<file path="config.mk">
export PLATFORM = sky130hd
export DESIGN_NAME = contador_muestreo_param
export DESIGN_NICKNAME = d
export VERILOG_FILES = /design/src/rtl/contador_muestreo_param.sv
export SDC_FILE = /design/constraint.sdc
export NUM_CORES = 1
export LEC_CHECK = 0
export BUFFER_PORTS_ARGS = -buffer_cell sky130_fd_sc_hd__buf_2
export CAP_MARGIN = 20
export CORE_MARGIN = 5
export CORE_UTILIZATION = 45
export CTS_BUF_LIST = sky130_fd_sc_hd__clkbuf_8
export DETAILED_ROUTE_END_ITERATION = 7
export PLACE_DENSITY = 0.71
export SLEW_MARGIN = 30
export SYNTH_ARGS = -nofsm -noshare
export SYNTH_HDL_FRONTEND = slang
export SYNTH_SLANG_ARGS = --single-unit
</file>
<file path="constraint.sdc">
create_clock -name clk_i -period 2.2 [get_ports clk_i]
set_clock_uncertainty 0.1 [all_clocks]
set_input_delay 0.22 -clock clk_i [delete_from_list [all_inputs] [get_ports clk_i]]
set_output_delay 0.22 -clock clk_i [all_outputs]
set_load 0.05 [all_outputs]
</file>
<file path="src/rtl/contador_muestreo_param.sv">
// Periodic sample-and-hold counter: counts enabled cycles up to a latched period, then captures
// dato_in_i and pulses tick_o. Optional 16-bit capture counter enabled by CONTADOR_SAMPLE_CNT_EN.
module contador_muestreo_param #(
  parameter int WIDTH = 8,
  parameter int CNT_W = 8
) (
  input  logic             clk_i,
  input  logic             reset_i,
  input  logic             enable_i,
  input  logic             mode_i,
  input  logic             start_i,
  input  logic [CNT_W-1:0] period_i,
  input  logic [WIDTH-1:0] dato_in_i,
  output logic [WIDTH-1:0] dato_out_o,
  output logic             tick_o,
  output logic             busy_o,
`ifdef CONTADOR_SAMPLE_CNT_EN
  output logic [15:0]      sample_cnt_o,
`endif
  output logic [CNT_W-1:0] count_o
);

  typedef enum logic {
    IDLE = 1'b0,
    RUN  = 1'b1
  } state_e;

  state_e             state_q;
  logic [CNT_W-1:0]   count_q;
  logic [CNT_W-1:0]   per_q;
  logic               mode_q;
  logic [WIDTH-1:0]   dato_out_q;
  logic               tick_q;
  logic               busy_q;
`ifdef CONTADOR_SAMPLE_CNT_EN
  logic [15:0]        sample_cnt_q;
`endif

  logic terminal;
  assign terminal = (state_q == RUN) && (count_q == per_q);

  always_ff @(posedge clk_i or posedge reset_i) begin
    if (reset_i) begin
      state_q    <= IDLE;
      count_q    <= '0;
      per_q      <= '0;
      mode_q     <= 1'b0;
      dato_out_q <= '0;
      tick_q     <= 1'b0;
      busy_q     <= 1'b0;
`ifdef CONTADOR_SAMPLE_CNT_EN
      sample_cnt_q <= '0;
`endif
    end else begin
      tick_q <= 1'b0;
      if (enable_i) begin
        case (state_q)
          IDLE: begin
            if (!mode_i || start_i) begin
              state_q <= RUN;
              busy_q  <= 1'b1;
              per_q   <= period_i;
              mode_q  <= mode_i;
              count_q <= '0;
            end
          end
          RUN: begin
            if (!terminal) begin
              count_q <= count_q + 1'b1;
            end else begin
              dato_out_q <= dato_in_i;
              tick_q     <= 1'b1;
              count_q    <= '0;
`ifdef CONTADOR_SAMPLE_CNT_EN
              sample_cnt_q <= sample_cnt_q + 16'd1;
`endif
              if (mode_q) begin
                state_q <= IDLE;
                busy_q  <= 1'b0;
              end else begin
                // Reload takes the live period/mode so the next cycle follows without a gap.
                per_q  <= period_i;
                mode_q <= mode_i;
                if (mode_i) begin
                  state_q <= IDLE;
                  busy_q  <= 1'b0;
                end
              end
            end
          end
          default: begin
            state_q <= IDLE;
            busy_q  <= 1'b0;
          end
        endcase
      end
    end
  end

  assign dato_out_o = dato_out_q;
  assign tick_o     = tick_q;
  assign busy_o     = busy_q;
  assign count_o    = count_q;
`ifdef CONTADOR_SAMPLE_CNT_EN
  assign sample_cnt_o = sample_cnt_q;
`endif

endmodule

</file>
==> results by group <==
Drt
  • Final wirelength: 2727 µm
  • Initial detailed-routing violation count: 27
  • Total number of vias: 957
  • Number of DRC violations after detailed routing: 0
  • Avg Vias per Cell: 5.258
  • Post-detailed-route count of antenna-violating nets: 0
  • Number of detailed-routing iterations run before antenna repair: 3
  • Routed len/inst: 14.98 µm

Die
  • Total I/O pin count: 39
  • Number of placement rows: 19
  • Initial standard-cell utilization of the core: 0.4786
  • Area of the core: 0.002805 mm²
  • Vert. Die Dim: 64.62 µm
  • Overall die area: 0.004176 mm²
  • Die width: 64.62 µm

STA
  • Final Cycle Share: 0.8872
  • Worst slew pin tran: 436.7 ps
  • Number of max-slew violations in the final report: 0
  • Count of endpoints failing setup in the final report: 0
  • Minimum clock period: 1952 ps
  • Achievable Freq: 512.3 MHz
  • Worst hold margin: 68.98 ps
  • Unrepaired setup endpoints after global routing: false
  • Slew Limit Headroom: 0.7079
  • Hold Violations, Final: 0
  • Total negative setup slack: 0 ps

Synthesis
  • Post-synth net total: 129
  • Syn_area_per_cell: 12.55 µm²
  • Post-Syn Instances: 107
  • Part of the Yosys area used for sequential elements: 0.5219
  • Register bit count reported by yosys: 28
  • Number of distinct standard cells referenced by the synthesized netlist: 30
  • Total of warnings raised by yosys: 0
  • Synthesized cell area: 0.001343 mm²

Clock network
  • TritonCTS clock tree: yes
  • Number of gates resized after cts: 0
  • Clock insertion delay at the later pin of the skew report: 270 ps
  • Clock H-tree levels: 1
  • Clock tree root buffer cell: sky130_fd_sc_hd__clkbuf_8
  • Number of clock buffers inserted by TritonCTS: 3
  • Max Buffers Root-to-Sink: 2
  • CTS clock-pin slew for the worst setup and hold paths: 90 ps
  • Clock sink count: 28

Global routing
  • Antenna violations before repair: 0
  • Maximum number of pins on one net before global-route repair: 29
  • Grt total ovfl: 0
  • Vias in the first global route: 985
  • Combined global-route utilization of all metal layers: 0.1413
  • First-pass GRT wire length: 4574 µm

Power and ir drop
  • Total leakage power: 0.8174 nW
  • Total power divided by cell area: 1447 mW/mm²
  • Peak supply drop: 0.0006471 V
  • Power after layout: 2.387 mW

Placement
  • RD Place Congestion: 0.7976
  • Number of port buffers: 38
  • Detailed-placement wirelength estimate: 2083 µm
  • Placed cell areas: 0.001584 mm²

Worst setup path
  • Kind of start point of the critical path: register
  • Category of the worst setup path capture point: register
  • Setup Crit Path Kind: register to register
  • Data arrival time at the worst-slack endpoint: 2010 ps
  • CP max stage delay: 440 ps
  • Crit path buf inv count: 1
  • Ordered list of cells on the worst path: xnor2_1 > nand4_2 > o21ai_4 > and3_1 > buf_12 > mux2_4
  • Crit path required time: 2260 ps
  • Standard cell with the maximum stage delay on the critical path: sky130_fd_sc_hd__dfrtp_1
  • CP max FO: 8
  • Crit path max-delay family: flip-flops

Final layout
  • Syn-to-layout area delta: 22.83%
  • Utilization after layout: 0.5879
  • Layout Cell Area excl Fill: 0.001649 mm²
  • Antenna cells: 0
  • Number of filler cells placed in the layout: 243
  • Fraction of final layout cells with drive strength greater than 1: 0.4570
  • Layout Nets: 174
  • Sequential cell area in the final layout: 700.7 µm²
  • Area of the multi-input gates: 604.3 µm²

Worst hold path
  • Worst hold path class: input pin to register

Outcome
  • Status: complete, no violations

Flow run
  • Max capacitance violation total: 0
==> sequential cells by signal, summed over array words and instances, names as in the netlist <==
register    cells
busy_o          1
count_o         8
dato_out_o      8
mode_q          1
per_q           8
state_q         1
tick_o          1
==> timing repair <==
action,in CTS,in global routing
setup endpoints to repair,0,0
endpoints found under the hold margin,28,0
setup buffers,0,0
hold buffers,1,0
==> cell type report <==
type | instances | share of cell area
inverters | 2 | 0.004552
multi-input cells | 74 | 0.3665
flip-flops and latches | 28 | 0.4249
repair buffers | 43 | 0.1472
clock buffers | 4 | 0.03338
well taps | 31 | 0.02352
==> Yosys cell counts <==
| master | count | area [µm²] |
|---|---|---|
| sky130_fd_sc_hd__a21o_1 | 1 | 7.510 |
| sky130_fd_sc_hd__a21oi_1 | 3 | 15.01 |
| sky130_fd_sc_hd__a22o_1 | 1 | 8.760 |
| sky130_fd_sc_hd__and2_2 | 1 | 7.510 |
| sky130_fd_sc_hd__and3_1 | 1 | 6.260 |
| sky130_fd_sc_hd__buf_4 | 1 | 7.510 |
| sky130_fd_sc_hd__buf_6 | 2 | 22.52 |
| sky130_fd_sc_hd__dfrtp_1 | 28 | 700.7 |
| sky130_fd_sc_hd__ha_1 | 1 | 12.51 |
| sky130_fd_sc_hd__inv_1 | 2 | 7.510 |
| sky130_fd_sc_hd__mux2_2 | 8 | 90.09 |
| sky130_fd_sc_hd__mux2_4 | 8 | 120.1 |
| sky130_fd_sc_hd__nand2_1 | 11 | 41.29 |
| sky130_fd_sc_hd__nand2b_1 | 1 | 6.260 |
| sky130_fd_sc_hd__nand3_1 | 2 | 10.01 |
| sky130_fd_sc_hd__nand3b_1 | 1 | 7.510 |
| sky130_fd_sc_hd__nand4_2 | 2 | 25.02 |
| sky130_fd_sc_hd__nor2_1 | 3 | 11.26 |
| sky130_fd_sc_hd__nor3_1 | 4 | 20.02 |
| sky130_fd_sc_hd__nor3_4 | 1 | 16.27 |
| sky130_fd_sc_hd__nor4_1 | 1 | 6.260 |
| sky130_fd_sc_hd__o2111a_1 | 1 | 11.26 |
| sky130_fd_sc_hd__o21a_1 | 1 | 7.510 |
| sky130_fd_sc_hd__o21ai_0 | 6 | 30.03 |
| sky130_fd_sc_hd__o21ai_2 | 1 | 8.760 |
| sky130_fd_sc_hd__o21ai_4 | 1 | 16.27 |
| sky130_fd_sc_hd__o31ai_1 | 1 | 7.510 |
| sky130_fd_sc_hd__or2b_2 | 1 | 8.760 |
| sky130_fd_sc_hd__or3_1 | 1 | 6.260 |
| sky130_fd_sc_hd__xnor2_1 | 11 | 96.34 |
==> cell usage in the layout (no fill, tap or decap), drive strengths merged, types with 2 or more instances in the layout <==
master | netlist | routed
a21oi | 3 | 3
buf | 3 | 42
clkbuf | 0 | 4
dfrtp | 28 | 28
inv | 2 | 2
mux2 | 16 | 16
nand2 | 11 | 11
nand3 | 2 | 2
nand4 | 2 | 2
nor2 | 3 | 3
nor3 | 5 | 5
o21ai | 8 | 8
xnor2 | 11 | 11
==> worst paths after layout <==
check                            start            end  slack (ps)  depth (start not counted)
max in group asynchronous      reset_i     count_o[3]        1280                          4
min in group asynchronous      reset_i  dato_out_o[7]         460                          4
min                        period_i[1]       per_q[1]          70                          2
max reg2reg                 count_o[4]       per_q[6]         250                          6
min reg2reg                     busy_o         busy_o         410                          2
max                         count_o[4]       per_q[6]         250                          6
==> layer usage <==
layer / part of all wire / global-route usage
met1: 0.44 / 0.1659
met2: 0.51 / 0.2436
met3: 0.032 / 0.02591
met4: 0.024 / 0.07916
met5: 0 / 0
==> power breakdown <==
| part | switching (mW) | total (mW) | internal (mW) |
|---|---|---|---|
| clock network | 0.153 | 0.313 | 0.160 |
| logic | 0.703 | 1.17 | 0.467 |
| registers | 0.194 | 0.903 | 0.709 |
==> through the flow <==
stage	cells	setup WS, ps
2_1_floorplan	107	36.50
3_3_place_gp	177	307.2
3_5_place_dp	177	268.9
4_1_cts	182	249.0
5_1_grt	182	147.5
6_report	182	248.1
==> worst reg2reg max path, cell delays in order, from the launching register on <==
cell and delay [ps]:
sky130_fd_sc_hd__dfrtp_1 440, sky130_fd_sc_hd__xnor2_1 230, sky130_fd_sc_hd__nand4_2 220, sky130_fd_sc_hd__o21ai_4 180
sky130_fd_sc_hd__and3_1 220, sky130_fd_sc_hd__buf_12 150, sky130_fd_sc_hd__mux2_4 300
==> logic make-up after synthesis <==
logic type      synth area share
simple gates              0.1286
flops                     0.5219
compound gates           0.08389
mux                       0.1566
xor+xnor                 0.07176
buf+inv                  0.02796
fa+ha+maj               0.009318
Note: power is estimated with default switching activity, not from simulation.
